File: src/rtl/sram_bus_bridge_pkg.sv
// rtl/sram_bus_bridge_pkg.sv - shared widths and FSM states for the SRAM bus bridge
// Holds the default word-address/data/strobe widths of the 512x32 SRAM and
// the bridge state encoding. Imported by the interface, merge unit and top.
package sram_bridge_pkg;
    localparam int DEFAULT_ADDR_W = 9;
    localparam int DEFAULT_DATA_W = 32;
    localparam int DEFAULT_STRB_W = DEFAULT_DATA_W / 8;

    typedef enum logic [2:0] {
        IDLE,
        RD_WAIT,
        RMW_WAIT,
        RMW_WR,
        GAP
    } bridge_state_t;
endpackage

File: src/rtl/sram_bus_bridge_if.sv
// rtl/sram_bus_bridge_if.sv - request/response bus between a requester and the SRAM bridge
// Request : req_valid/req_ready handshake carrying req_write, req_addr, req_wdata, req_wstrb.
// Response: rsp_valid/rsp_ready handshake carrying rsp_rdata (0 for writes).
// Modports: master = requester side, slave = bridge side.
interface sram_bus_bridge_if
    import sram_bridge_pkg::*;
#(
    parameter int ADDR_W = DEFAULT_ADDR_W,
    parameter int DATA_W = DEFAULT_DATA_W
) ();
    localparam int STRB_W = DATA_W / 8;

    logic              req_valid;
    logic              req_ready;
    logic              req_write;
    logic [ADDR_W-1:0] req_addr;
    logic [DATA_W-1:0] req_wdata;
    logic [STRB_W-1:0] req_wstrb;
    logic              rsp_valid;
    logic              rsp_ready;
    logic [DATA_W-1:0] rsp_rdata;

    modport master (
        output req_valid, req_write, req_addr, req_wdata, req_wstrb, rsp_ready,
        input  req_ready, rsp_valid, rsp_rdata
    );

    modport slave (
        input  req_valid, req_write, req_addr, req_wdata, req_wstrb, rsp_ready,
        output req_ready, rsp_valid, rsp_rdata
    );
endinterface

File: src/rtl/sram_bus_bridge_merge.sv
// rtl/sram_bus_bridge_merge.sv - combinational byte-lane merge for partial writes
// Ports: old_word (current SRAM contents), new_word (request data),
//        strb (lane i selects new_word bits 8i+7:8i), merged (result).
module sram_bridge_merge
    import sram_bridge_pkg::*;
#(
    parameter int DATA_W = DEFAULT_DATA_W,
    parameter int STRB_W = DATA_W / 8
) (
    input  logic [DATA_W-1:0] old_word,
    input  logic [DATA_W-1:0] new_word,
    input  logic [STRB_W-1:0] strb,
    output logic [DATA_W-1:0] merged
);
    always_comb begin
        merged = old_word;
        for (int i = 0; i < STRB_W; i++) begin
            if (strb[i]) begin
                merged[8*i +: 8] = new_word[8*i +: 8];
            end
        end
    end
endmodule

File: src/rtl/sram_bus_bridge.sv
// rtl/sram_bus_bridge.sv - single-outstanding request bridge onto a 1-cycle-latency SRAM
// Ports: clk, reset_n (synchronous, active-low); bus (slave modport of
//        sram_bus_bridge_if); sram_en/sram_wen/sram_addr/sram_wdata access pulse
//        toward the SRAM wrapper; sram_rdata valid the cycle after a read pulse.
// Build option: SRAM_BRIDGE_RMW_EN enables read-modify-write for partial strobes;
//        without it any nonzero strobe writes the full word.
module sram_bus_bridge
    import sram_bridge_pkg::*;
#(
    parameter int ADDR_W = DEFAULT_ADDR_W,
    parameter int DATA_W = DEFAULT_DATA_W
) (
    input  logic              clk,
    input  logic              reset_n,
    sram_bus_bridge_if.slave  bus,
    output logic              sram_en,
    output logic              sram_wen,
    output logic [ADDR_W-1:0] sram_addr,
    output logic [DATA_W-1:0] sram_wdata,
    input  logic [DATA_W-1:0] sram_rdata
);
    bridge_state_t     state_q, state_d;
    logic              prev_en_q;
    logic              rsp_valid_q;
    logic [DATA_W-1:0] rsp_rdata_q;
    logic              req_ready;
    logic              accept;
    logic              zero_wr;
    logic              part_wr;
    logic              rsp_set;
    logic [DATA_W-1:0] rsp_set_rdata;

    // Blocking on the previous pulse keeps sram_en from ever firing back to back.
    assign req_ready = reset_n && (state_q == IDLE) &&
                       (!rsp_valid_q || bus.rsp_ready) && !prev_en_q;
    assign accept        = bus.req_valid && req_ready;
    assign zero_wr       = bus.req_write && (bus.req_wstrb == '0);
    assign bus.req_ready = req_ready;
    assign bus.rsp_valid = rsp_valid_q;
    assign bus.rsp_rdata = rsp_rdata_q;

`ifdef SRAM_BRIDGE_RMW_EN
    localparam int STRB_W = DATA_W / 8;
    logic [ADDR_W-1:0] addr_q;
    logic [DATA_W-1:0] wdata_q;
    logic [STRB_W-1:0] wstrb_q;
    logic [DATA_W-1:0] merged;
    logic [DATA_W-1:0] merged_q;

    assign part_wr = bus.req_write && !zero_wr && (bus.req_wstrb != '1);

    sram_bridge_merge #(.DATA_W(DATA_W), .STRB_W(STRB_W)) u_merge (
        .old_word (sram_rdata),
        .new_word (wdata_q),
        .strb     (wstrb_q),
        .merged   (merged)
    );

    // Request fields are captured at acceptance so the requester may move on.
    always_ff @(posedge clk) begin
        if (!reset_n) begin
            addr_q   <= '0;
            wdata_q  <= '0;
            wstrb_q  <= '0;
            merged_q <= '0;
        end else begin
            if (accept) begin
                addr_q  <= bus.req_addr;
                wdata_q <= bus.req_wdata;
                wstrb_q <= bus.req_wstrb;
            end
            if (state_q == RMW_WAIT) begin
                merged_q <= merged;
            end
        end
    end
`else
    assign part_wr = 1'b0;
`endif

    always_ff @(posedge clk) begin
        if (!reset_n) begin
            state_q <= IDLE;
        end else begin
            state_q <= state_d;
        end
    end

    always_comb begin
        state_d       = state_q;
        sram_en       = 1'b0;
        sram_wen      = 1'b0;
        sram_addr     = bus.req_addr;
        sram_wdata    = bus.req_wdata;
        rsp_set       = 1'b0;
        rsp_set_rdata = '0;
        case (state_q)
            IDLE: begin
                if (accept) begin
                    if (!bus.req_write) begin
                        sram_en = 1'b1;
                        state_d = RD_WAIT;
                    end else if (zero_wr) begin
                        rsp_set = 1'b1;
                    end else if (part_wr) begin
                        sram_en = 1'b1;
                        state_d = RMW_WAIT;
                    end else begin
                        sram_en  = 1'b1;
                        sram_wen = 1'b1;
                        rsp_set  = 1'b1;
                        state_d  = GAP;
                    end
                end
            end
            RD_WAIT: begin
                rsp_set       = 1'b1;
                rsp_set_rdata = sram_rdata;
                state_d       = IDLE;
            end
`ifdef SRAM_BRIDGE_RMW_EN
            RMW_WAIT: begin
                state_d = RMW_WR;
            end
            RMW_WR: begin
                sram_en    = 1'b1;
                sram_wen   = 1'b1;
                sram_addr  = addr_q;
                sram_wdata = merged_q;
                rsp_set    = 1'b1;
                state_d    = IDLE;
            end
`endif
            GAP: begin
                state_d = IDLE;
            end
            default: begin
                state_d = IDLE;
            end
        endcase
        if (!reset_n) begin
            sram_en  = 1'b0;
            sram_wen = 1'b0;
        end
    end

    // A new response loaded in the retiring cycle wins over the clear.
    always_ff @(posedge clk) begin
        if (!reset_n) begin
            prev_en_q   <= 1'b0;
            rsp_valid_q <= 1'b0;
            rsp_rdata_q <= '0;
        end else begin
            prev_en_q <= sram_en;
            if (rsp_valid_q && bus.rsp_ready) begin
                rsp_valid_q <= 1'b0;
            end
            if (rsp_set) begin
                rsp_valid_q <= 1'b1;
                rsp_rdata_q <= rsp_set_rdata;
            end
        end
    end
endmodule

File: src/flat_wrapper.sv
// flat-port wrapper written by rule: the top's interface ports become plain ports
module sram_bus_bridge_flat import sram_bridge_pkg::*;
#(
    parameter int ADDR_W = DEFAULT_ADDR_W,
    parameter int DATA_W = DEFAULT_DATA_W
)
  (clk, reset_n, sram_en, sram_wen, sram_addr, sram_wdata, sram_rdata, bus_req_valid, bus_req_write, bus_req_addr, bus_req_wdata, bus_req_wstrb, bus_rsp_ready, bus_req_ready, bus_rsp_valid, bus_rsp_rdata);
  sram_bus_bridge_if #(.ADDR_W(ADDR_W), .DATA_W(DATA_W)) bus_i ();
  input  logic clk;
  input  logic reset_n;
  output logic sram_en;
  output logic sram_wen;
  output logic [ADDR_W-1:0] sram_addr;
  output logic [DATA_W-1:0] sram_wdata;
  input  logic [DATA_W-1:0] sram_rdata;
  input wire logic [$bits(bus_i.req_valid)-1:0] bus_req_valid;
  input wire logic [$bits(bus_i.req_write)-1:0] bus_req_write;
  input wire logic [$bits(bus_i.req_addr)-1:0] bus_req_addr;
  input wire logic [$bits(bus_i.req_wdata)-1:0] bus_req_wdata;
  input wire logic [$bits(bus_i.req_wstrb)-1:0] bus_req_wstrb;
  input wire logic [$bits(bus_i.rsp_ready)-1:0] bus_rsp_ready;
  output wire logic [$bits(bus_i.req_ready)-1:0] bus_req_ready;
  output wire logic [$bits(bus_i.rsp_valid)-1:0] bus_rsp_valid;
  output wire logic [$bits(bus_i.rsp_rdata)-1:0] bus_rsp_rdata;
  assign bus_i.req_valid = bus_req_valid;
  assign bus_i.req_write = bus_req_write;
  assign bus_i.req_addr = bus_req_addr;
  assign bus_i.req_wdata = bus_req_wdata;
  assign bus_i.req_wstrb = bus_req_wstrb;
  assign bus_i.rsp_ready = bus_rsp_ready;
  assign bus_req_ready = bus_i.req_ready;
  assign bus_rsp_valid = bus_i.rsp_valid;
  assign bus_rsp_rdata = bus_i.rsp_rdata;
  sram_bus_bridge #(.ADDR_W(ADDR_W), .DATA_W(DATA_W)) u_core (.clk(clk), .reset_n(reset_n), .bus(bus_i), .sram_en(sram_en), .sram_wen(sram_wen), .sram_addr(sram_addr), .sram_wdata(sram_wdata), .sram_rdata(sram_rdata));
endmodule
File: config.mk
export PLATFORM = sky130hd
export DESIGN_NAME = sram_bus_bridge_flat
export DESIGN_NICKNAME = d
export VERILOG_FILES = /design/src/rtl/sram_bus_bridge_pkg.sv /design/src/rtl/sram_bus_bridge_if.sv /design/src/rtl/sram_bus_bridge_merge.sv /design/src/rtl/sram_bus_bridge.sv /design/src/flat_wrapper.sv
export SDC_FILE = /design/constraint.sdc
export NUM_CORES = 1
export LEC_CHECK = 0
export ABC_AREA = 0
export CAP_MARGIN = 15
export CORE_AREA = 5 5 61 118
export DETAILED_ROUTE_END_ITERATION = 16
export DIE_AREA = 0 0 66 123
export MAX_ROUTING_LAYER = met4
export PLACE_DENSITY = 0.84
export SYNTH_ARGS = -nofsm -noshare
export SYNTH_HDL_FRONTEND = slang
export SYNTH_SLANG_ARGS = --single-unit
File: constraint.sdc
create_clock -name clk -period 2.75 [get_ports clk]
set_input_delay 0.55 -clock clk [delete_from_list [all_inputs] [get_ports clk]]
set_output_delay 0.55 -clock clk [all_outputs]
set_load 0.03 [all_outputs]
==> out/metrics.csv <==
stage,metric,value,unit
timing,Rel. slew slack,0.421,
worst_setup_path,FF-to-FF setup slack,960,ps
yosys,Post-Syn Nets,328,
final_layout,post-layout util,0.457,
worst_setup_path,CP endpoint,sram_en,
yosys,Unique masters post-synth,21,
drt,vias per cell,5.37,
yosys,post-synthesis instance total,246,
timing,setup tns final,0,ps
worst_setup_path,Worst Setup Start Kind,input pin,
floorplan,Die ar.,8120,um2
drt,WL final,5.49,mm
drt,initial DRC count,215,
clock_network,postcts setup bufs,0,
timing,RSZ-0062 raised after global routing,no,
floorplan,Die X,66,um
pwr,Leak,1.05,nW
floorplan,die height,123,um
timing,Clock Skew,4.77,ps
worst_setup_path,reg2reg start,u_core.state_q[2]$_SDFFE_PP0P_,
final_layout,Final Cell Area,2840,um2
drt,# DRC,0,
pwr,Internal Power,1.02,mW
drt,drt pass-1 iters,4,
global_routing,first-pass GRT wire length,8.99,mm
final_layout,fin nets,349,
clock_network,H-tree levels,2,
worst_setup_path,"Critical Path, Cell by Cell",clkdlybuf4s50_1 -> nor4_1 -> a21oi_1 -> buf_4,
place,pre-CTS setup slack,406,ps
yosys,synthesized area per cell,9.20,um2
place,GP Congestion,0.768,
timing,Slew @ Worst Pin,868,ps
pwr,peak supply drop,0.342,mV
clock_network,"Clk Latency, worst-skew pair",270,ps
pwr,sw power,0.336,mW
timing,"Slew Viols, Final",0,
clock_network,cts hold-fix bufs,0,
worst_setup_path,CP Launch Point,bus_req_wstrb[1],
drt,Detail Route Antenna Nets,0,
worst_setup_path,Worst R2R End,u_core.bus.rsp_rdata[8]$_SDFFE_PN0P_,
timing,Max Freq,424,MHz
global_routing,initial antenna violation count,0,
yosys,ys flop type,dfxtp_1,
flow_run,Max Cap Violations,0,
worst_setup_path,Worst Reg2Reg Path Length in Cells,5,
floorplan,FP Rows,41,
clock_network,"CTS clk-pin slew, worst paths",50,ps
timing,min cycle time layout,2360,ps
yosys,top-area cell type share of the netlist area,0.319,
worst_setup_path,cell family with most CP delay,buffers and inverters,
final_layout,Area Overhead vs Synth,25.4,%
place,IO buf count,76,
worst_setup_path,Critical Path End Type,output port,
yosys,"Seq/Total Area, Yosys",0.319,
final_layout,diode count,0,
timing,worst hold slack,514,ps
pwr,switching portion of total power,0.249,
hold_path,HP Class,flop to flop,
place,Detailed Place HPWL,3.73,mm
pwr,sequential share of power,0.411,
timing,fin crit share,0.857,
clock_network,Sink Count,36,
worst_setup_path,arrival time worst endpoint,1810,ps
run_status,status,"finished, final reports clean",
clock_network,TritonCTS Buffers,5,
worst_setup_path,crit path kind,input pin to output port,
pwr,power density over the cells,476,nW/um2
drt,total number of vias,1901,
worst_setup_path,Worst Path Buf+Inv,2,
clock_network,CTS max path bufs,2,
timing,"Hold Vio Cnt, Final",0,
pwr,combinational fraction of design power,0.177,
yosys,Synth Warn #,0,
worst_setup_path,crit-path max cell delay,520,ps
global_routing,largest net degree at the start of global routing,98,
hold_path,min-delay src,u_core.bus.rsp_rdata[12]$_SDFFE_PN0P_,
clock_network,CTS resizes,0,
yosys,ys async rst share,0,
timing,Setup-failing EPs final,0,
drt,wire per inst,15.5,um
yosys,"top cells by area, synth","dfxtp_1 (32%), o211ai_2 (17%), nand3_1 (14%)",
worst_setup_path,total stage count of the critical path,4,
worst_setup_path,"Slowest-stage cell, CP",nor4_1,
floorplan,core area,6210,um2
pwr,power share of the clock group,0.412,
yosys,number of synthesized register bits,36,
yosys,post-synth top area cell,dfxtp_1,
yosys,most common cell in the netlist,nand3_1,
yosys,Post-synth top cells,"nand3_1 (64), buf_4 (41), dfxtp_1 (36)",
global_routing,gr usage total,0.145,
global_routing,vias in the first global route,1869,
worst_setup_path,Required @ worst endpoint,2200,ps
timing,setup ws final,394,ps
global_routing,total gr overflow,0,
clock_network,CTS root buf,clkbuf_16,
clock_network,CTS tree,done,
yosys,number of synthesized flops with an enable pin,0,
worst_setup_path,"critical path fanouts, max",4,
floorplan,Initial Utilization,0.364,
floorplan,Ports,159,
yosys,synthesized area,2260,um2
place,placed cell areas,2690,um2
final_layout,share of post-route cells with drive strength above 1,0.183,
cells in the final DEF (no fill, tap or decap):
cell type / synthesis / layout
a21oi_1: 2 / 2
a311oi_1: 1 / 1
and3b_1: 1 / 1
and4b_2: 0 / 1
buf_12: 3 / 1
buf_2: 9 / 1
buf_4: 41 / 7
clkbuf_1: 12 / 2
clkbuf_16: 0 / 5
clkbuf_8: 0 / 1
clkdlybuf4s50_1: 0 / 72
dfxtp_1: 36 / 36
nand3_1: 64 / 64
nand3b_1: 32 / 32
nand4b_1: 1 / 1
nor2_1: 1 / 1
nor2_4: 1 / 1
nor2b_1: 3 / 2
nor2b_2: 1 / 2
nor3b_1: 2 / 2
nor4_1: 1 / 1
o211ai_1: 2 / 2
o211ai_2: 30 / 30
kinds of logic (layout without fill, tap and decap cells):
logic type	Yosys count	in the layout	synth area share
buf+inv	67	89	0.212
flops	36	36	0.319
simple gates	108	108	0.288
compound gates	35	35	0.181
power by group through the flow:
stage | clock, mW | sequential (mW) | combinational, mW
2_1_floorplan | 0 | 0.595 | 0.222
3_3_place_gp | 0 | 0.564 | 0.235
3_5_place_dp | 0 | 0.566 | 0.239
4_1_cts | 0.570 | 0.555 | 0.240
5_1_grt | 0.601 | 0.557 | 0.255
6_report | 0.557 | 0.555 | 0.240
per-layer routing:
metal  GRT usage  share of wire
met1       0.186           0.44
met3      0.0600           0.13
met4      0.0522          0.013
met2       0.203           0.43
met5           -              0
per-stage QoR:
step | total power [mW] | instances
2_1_floorplan | 0.817 | 246
5_1_grt | 1.41 | 354
6_report | 1.35 | 354
4_1_cts | 1.37 | 354
3_5_place_dp | 0.805 | 346
3_3_place_gp | 0.799 | 346
worst min path at each step:
stage                                                  endpoint  slack, ps  cells after the start
after floorplan            u_core.bus.rsp_rdata[0]$_SDFFE_PN0P_        590                      3
after global placement     u_core.bus.rsp_rdata[1]$_SDFFE_PN0P_        490                      2
final                     u_core.bus.rsp_rdata[12]$_SDFFE_PN0P_        510                      2
after detailed placement  u_core.bus.rsp_rdata[21]$_SDFFE_PN0P_        500                      2
after CTS                  u_core.bus.rsp_rdata[7]$_SDFFE_PN0P_        510                      2
after global routing       u_core.bus.rsp_rdata[7]$_SDFFE_PN0P_        530                      2
layout make-up:
class,count,area [um2]
tap,86,108
timing repair buffer,81,798
clock buffer,8,146
fill,594,3370
sequential,36,721
multi-input combinational,143,1060
registers in the layout, indices dropped and copies added, names as in the netlist:
| register | flops |
|---|---|
| u_core.bus.rsp_valid | 1 |
| u_core.prev_en_q | 1 |
| u_core.state_q | 2 |
| u_core.bus.rsp_rdata | 32 |
worst min-delay path, cell delays in order, from the launching register on:
cell,delay (ps)
dfxtp_1,320
nand3_1,80
o211ai_2,60
Note: power is estimated with default switching activity, not from simulation.
